**src/rtl/button_pio_in_if.sv**
```systemverilog
// Avalon-MM slave bus for button_pio_in: register access plus the interrupt line.
interface button_pio_in_if;
  logic [1:0]  address;
  logic        chipselect;
  logic        write_n;
  logic [31:0] writedata;
  logic [31:0] readdata;
  logic        irq;

  modport master (
    output address, chipselect, write_n, writedata,
    input  readdata, irq
  );

  modport slave (
    input  address, chipselect, write_n, writedata,
    output readdata, irq
  );
endinterface

```
**src/rtl/button_pio_in.sv**
```systemverilog
// Avalon-MM input PIO for buttons/switches: sync, optional debounce, edge capture, maskable irq.
// Define BUTTON_PIO_DEBOUNCE_EN to add per-bit debounce counters.
module button_pio_in #(
  parameter int unsigned      WIDTH           = 4,
  parameter int unsigned      EDGE_TYPE       = 1,
  parameter logic [WIDTH-1:0] IDLE_LEVEL      = WIDTH'(4'hF),
  parameter int unsigned      DEBOUNCE_CYCLES = 50000
) (
  input  logic                  clk,
  input  logic                  reset,
  button_pio_in_if.slave        bus,
  input  logic [WIDTH-1:0]      in_port
);

  logic [WIDTH-1:0] sync1;
  logic [WIDTH-1:0] sync2;
  logic [WIDTH-1:0] stable;
  logic [WIDTH-1:0] stable_d;
  logic [WIDTH-1:0] irqmask;
  logic [WIDTH-1:0] edge_capture;
  logic [WIDTH-1:0] rise;
  logic [WIDTH-1:0] fall;
  logic [WIDTH-1:0] detect;
  logic [WIDTH-1:0] clear;
  logic             wr_en;
  logic             unused_wdata;

  assign wr_en        = bus.chipselect & ~bus.write_n;
  assign unused_wdata = ^bus.writedata;

  always_ff @(posedge clk) begin
    if (reset) begin
      sync1 <= IDLE_LEVEL;
      sync2 <= IDLE_LEVEL;
    end else begin
      sync1 <= in_port;
      sync2 <= sync1;
    end
  end

`ifdef BUTTON_PIO_DEBOUNCE_EN
  localparam int unsigned      CNT_W    = $clog2(DEBOUNCE_CYCLES + 1);
  localparam logic [CNT_W-1:0] CNT_LAST = CNT_W'(DEBOUNCE_CYCLES - 1);

  // Each bit owns its counter; a bounce back to the accepted level restarts the count.
  for (genvar i = 0; i < WIDTH; i++) begin : g_debounce
    logic [CNT_W-1:0] cnt;
    logic             level;

    always_ff @(posedge clk) begin
      if (reset) begin
        cnt   <= '0;
        level <= IDLE_LEVEL[i];
      end else if (sync2[i] == level) begin
        cnt <= '0;
      end else if (cnt == CNT_LAST) begin
        cnt   <= '0;
        level <= sync2[i];
      end else begin
        cnt <= cnt + CNT_W'(1);
      end
    end

    assign stable[i] = level;
  end
`else
  always_ff @(posedge clk) begin
    if (reset) begin
      stable <= IDLE_LEVEL;
    end else begin
      stable <= sync2;
    end
  end
`endif

  assign rise = stable & ~stable_d;
  assign fall = ~stable & stable_d;

  always_comb begin
    detect = '0;
    case (EDGE_TYPE)
      0:       detect = rise;
      1:       detect = fall;
      default: detect = rise | fall;
    endcase
  end

  assign clear = (wr_en && bus.address == 2'd3) ? bus.writedata[WIDTH-1:0] : '0;

  // Set is OR'd in after the clear so a same-cycle edge is never lost.
  always_ff @(posedge clk) begin
    if (reset) begin
      stable_d     <= IDLE_LEVEL;
      irqmask      <= '0;
      edge_capture <= '0;
    end else begin
      stable_d     <= stable;
      edge_capture <= (edge_capture & ~clear) | detect;
      if (wr_en && bus.address == 2'd2) begin
        irqmask <= bus.writedata[WIDTH-1:0];
      end
    end
  end

  always_comb begin
    bus.readdata = '0;
    case (bus.address)
      2'd0:    bus.readdata[WIDTH-1:0] = stable;
      2'd2:    bus.readdata[WIDTH-1:0] = irqmask;
      2'd3:    bus.readdata[WIDTH-1:0] = edge_capture;
      default: bus.readdata = '0;
    endcase
  end

  assign bus.irq = |(edge_capture & irqmask);

endmodule

```
**src/flat_wrapper.sv**
```systemverilog
// flat-port wrapper written by rule: the top's interface ports become plain ports
module button_pio_in_flat 
#(
  parameter int unsigned      WIDTH           = 4,
  parameter int unsigned      EDGE_TYPE       = 1,
  parameter logic [WIDTH-1:0] IDLE_LEVEL      = WIDTH'(4'hF),
  parameter int unsigned      DEBOUNCE_CYCLES = 50000
)
  (clk, reset, in_port, bus_address, bus_chipselect, bus_write_n, bus_writedata, bus_readdata, bus_irq);
  button_pio_in_if bus_i ();
  input  logic clk;
  input  logic reset;
  input  logic [WIDTH-1:0] in_port;
  input wire logic [$bits(bus_i.address)-1:0] bus_address;
  input wire logic [$bits(bus_i.chipselect)-1:0] bus_chipselect;
  input wire logic [$bits(bus_i.write_n)-1:0] bus_write_n;
  input wire logic [$bits(bus_i.writedata)-1:0] bus_writedata;
  output wire logic [$bits(bus_i.readdata)-1:0] bus_readdata;
  output wire logic [$bits(bus_i.irq)-1:0] bus_irq;
  assign bus_i.address = bus_address;
  assign bus_i.chipselect = bus_chipselect;
  assign bus_i.write_n = bus_write_n;
  assign bus_i.writedata = bus_writedata;
  assign bus_readdata = bus_i.readdata;
  assign bus_irq = bus_i.irq;
  button_pio_in #(.WIDTH(WIDTH), .EDGE_TYPE(EDGE_TYPE), .IDLE_LEVEL(IDLE_LEVEL), .DEBOUNCE_CYCLES(DEBOUNCE_CYCLES)) u_core (.clk(clk), .reset(reset), .bus(bus_i), .in_port(in_port));
endmodule
```
**config.mk**
```make
export PLATFORM = sky130hd
export DESIGN_NAME = button_pio_in_flat
export DESIGN_NICKNAME = d
export VERILOG_FILES = /design/src/rtl/button_pio_in_if.sv /design/src/rtl/button_pio_in.sv /design/src/flat_wrapper.sv
export SDC_FILE = /design/constraint.sdc
export NUM_CORES = 1
export LEC_CHECK = 0
export ABC_AREA = 1
export CORE_ASPECT_RATIO = 0.5
export CORE_MARGIN = 3
export CORE_UTILIZATION = 37
export CTS_BUF_LIST = sky130_fd_sc_hd__clkbuf_8
export DETAILED_ROUTE_END_ITERATION = 12
export GPL_TIMING_DRIVEN = 0
export PLACE_DENSITY = 0.81
export RECOVER_POWER = 25
export SLEW_MARGIN = 20
export SYNTH_ARGS = -nofsm -noshare
export SYNTH_HDL_FRONTEND = slang
export SYNTH_SLANG_ARGS = --single-unit
```
**constraint.sdc**
```tcl
create_clock -name clk -period 0.81 [get_ports clk]
set_input_delay 0.162 -clock clk [delete_from_list [all_inputs] [get_ports clk]]
set_output_delay 0.162 -clock clk [all_outputs]
set_load 0.05 [all_outputs]
```
==> reports/qor.log <==
qor: pwr.comb_power_share 23.2%
qor: grt.grt_overflow_total 0
qor: timing.timing.final.crit_share 156.0%
qor: logic_synthesis.netlist-cell-type-count 15
qor: grt.antenna_found_initial 0
qor: worst_setup_path.crit_type reg -> out
qor: finish.instances_no_fill 237
qor: grt.grt_use_met2 17.87%
qor: grt.grt_total_usage 9.956%
qor: place.place_ws -1374 ps
qor: pwr.internal-power 2.102 mW
qor: clock_network.cts_inserted_buffers 3
qor: logic_synthesis.postSynth.topFlopCell dfxtp_1
qor: logic_synthesis.yosys_warnings 0
qor: clock_network.h-tree-depth 1
qor: min_path.worstHoldPathType in -> reg
qor: logic_synthesis.synth_top_area_cell dfxtp_1
qor: grt.global_route.usage.met3 4.007%
qor: timing.setup_ws -453.8 ps
qor: worst_setup_path.worst_path_required 650 ps
qor: routing.route.detailed.vias_per_inst 3.797
qor: place.dp_cells 231
qor: pwr.seq_power_share 41.8%
qor: logic_synthesis.ys_async_sr_fraction 0%
qor: timing.min_period 1264 ps
qor: worst_setup_path.worstPathMaxFanout 2
qor: die.dieHeight 45.23 um
qor: routing.drt_wl_total 2016 um
qor: logic_synthesis.synth_seq_area_share 42.20%
qor: logic_synthesis.yosys.cell_count.top_type nand2_1
qor: finish.final_nets 243
qor: worst_setup_path.cp-end-kind output port
qor: die.ios 75
qor: routing.detail_route.first_pass.iterations 6
qor: status.status finished, violations left
qor: timing.unrepaired_setup_endpoints_after_global_routing true
qor: grt.globalRouteMet1Util 10.99%
qor: finish.layout.filler_cells 260
qor: routing.detailedRoute.firstIterationViolations 32
qor: finish.finished_cell_area 1563 sq um
qor: timing.final_report_hold_violation_count 0
qor: place.hpwlAfterDp 1601 um
qor: clock_network.cts_root_buf clkbuf_8
qor: logic_synthesis.synth_area_per_cell 7.642 sq um
qor: timing.holdWs 319.1 ps
qor: clock_network.clock-sinks 24
qor: die.initial_cell_density_of_the_core 41.18%
qor: timing.final.setup_skew 1.809 ps
qor: timing.setup_tns -1876 ps
qor: logic_synthesis.synth.top_cells.by_count 31 x nand2_1, 28 x buf_4, 24 x dfxtp_1
qor: logic_synthesis.synth_edf_count 0
qor: logic_synthesis.synth-seq-cells 24
qor: pwr.power_switching_share 29.06%
qor: grt.grt_max_degree 15
qor: routing.route.detailed.wl_per_inst 8.506 um
qor: timing.slew_violations 0
qor: routing.detailroute.via_count 900
qor: finish.syn2layout_area_growth 37.25%
qor: timing.report.final.setup_viol 5
qor: pwr.power.static_leakage 0.8115 nW
qor: logic_synthesis.synth_top_area_share 42.20%
qor: pwr.power.ir.vdd_worst 0.7729 mV
qor: clock_network.largest_buffer_count_on_any_clock_path 2
qor: logic_synthesis.syn-instance-count 149
qor: pwr.total_switching_power 0.8612 mW
qor: timing.timing.fmax 791.3 MHz
qor: die.dieArea 3819 sq um
qor: finish.drive_gt1_share 37.50%
qor: clock_network.worstSkewPairLatency 270 ps
qor: grt.grt_first_pass_wirelength 2973 um
qor: die.core_area 2765 sq um
qor: logic_synthesis.synth.cell_area 1139 sq um
qor: clock_network.worst_setup_hold_path_clk_slew 80 ps
qor: worst_setup_path.crit_arrival 1100 ps
qor: place.gp_congestion 0.8172
qor: worst_setup_path.crit_path_start_kind flip-flop
qor: pwr.power_density 1896 nW/um^2
qor: finish.antenna_cells 0
qor: routing.route.detailed.drc 0
qor: clock_network.cts_tree built
qor: flow_run.cap_violations 0
qor: routing.ant_nets 0
qor: place.place.port_buffers 18
qor: logic_synthesis.ys_top_cells_by_area dfxtp_1 42%, buf_4 18%, nand2_1 10%
qor: die.placementRows 13
qor: grt.first_global_vias 702
qor: grt.gr-max-usage-layer met2
qor: die.floorplan.die.width 84.45 um
qor: place.dpl-instance-area 1471 sq um
qor: pwr.pwr-share-clk 34.9%
qor: status.violations setup timing
final timing paths:
kind / endpoint / cells after the start / slack, ps / from
worst min register to register: u_core.stable[3] / 1 / 410 / u_core.sync2[3]
worst max register to register: u_core.edge_capture[1] / 5 / 70 / u_core.edge_capture[1]
worst max-delay path: bus_readdata[1] / 3 / -450 / u_core.edge_capture[1]
worst min-delay path: u_core.irqmask[1] / 5 / 320 / bus_address[1]
critical path, cell delays in order, from the launching register on:
cell and delay, ps:
dfxtp_2 340, inv_2 40, o211ai_1 220, buf_4 240
layer usage:
layer	vias up	routed length, um
met4	0	26
met5	-	0
met2	34	963
met3	3	206
met1	364	820
li1	499	-
layout make-up:
cell class                      instances  area, sq um  share of cell area, %
Sequential cell                        24        490.5                  31.39
Inverter                               18        67.56                  4.323
Timing Repair Buffer                   20        178.9                  11.45
Clock buffer                            3        41.29                  2.642
Buffer                                 30        222.7                  14.25
Tap cell                               37        46.29                  2.962
Clock inverter                          1        30.03                  1.922
Multi-Input combinational cell        104        485.5                  31.06
power groups by stage:
stage / sequential [mW] / combinational [mW] / clock [mW]
6_report: 1.24 / 0.689 / 1.03
5_1_grt: 1.25 / 0.729 / 1.10
4_1_cts: 1.24 / 0.684 / 1.07
3_5_place_dp: 1.27 / 0.680 / 0
3_3_place_gp: 1.27 / 0.673 / 0
2_1_floorplan: 1.26 / 0.554 / 0
sequential cells by signal (all words and copies together) (netlist names):
register / cells
u_core.sync1: 4
u_core.stable: 4
u_core.stable_d: 4
u_core.edge_capture: 4
u_core.sync2: 4
u_core.irqmask: 4
what timing repair did:
action / in CTS / in global routing
pin swaps: 4 / 1
hold buffers: 0 / 0
buffers inserted: 1 / 1
resized for setup: 50 / 3
endpoints found under the setup margin: 29 / 12
placed cells by master, fill, tap and decap left out, types with 3 or more instances in the layout:
cell | netlist | final
nor2_1 | 13 | 12
clkbuf_8 | 0 | 3
conb_1 | 1 | 28
dlygate4sd2_1 | 0 | 3
clkdlybuf4s50_1 | 0 | 7
dfxtp_2 | 0 | 8
nand3_1 | 12 | 11
nand2_1 | 31 | 30
inv_1 | 17 | 12
buf_4 | 28 | 35
dfxtp_1 | 24 | 16
or2_2 | 12 | 12
inv_2 | 1 | 6
nor2_4 | 1 | 3
o211ai_1 | 4 | 4
stage by stage:
stage	power (mW)	utilization, %
detailed placement	1.947	53.21
floorplan	1.816	-
finish	2.964	56.52
CTS	2.991	56.61
global placement	1.939	53.21
global route	3.074	56.52
logic make-up after synthesis:
kind of cell	count (synthesis)	synth area share, %
compound gates	4	2.637
buf+inv	48	25.82
other cells	1	0.3294
simple gates	72	29.01
flops	24	42.20
(Power assumes the default switching activity.)
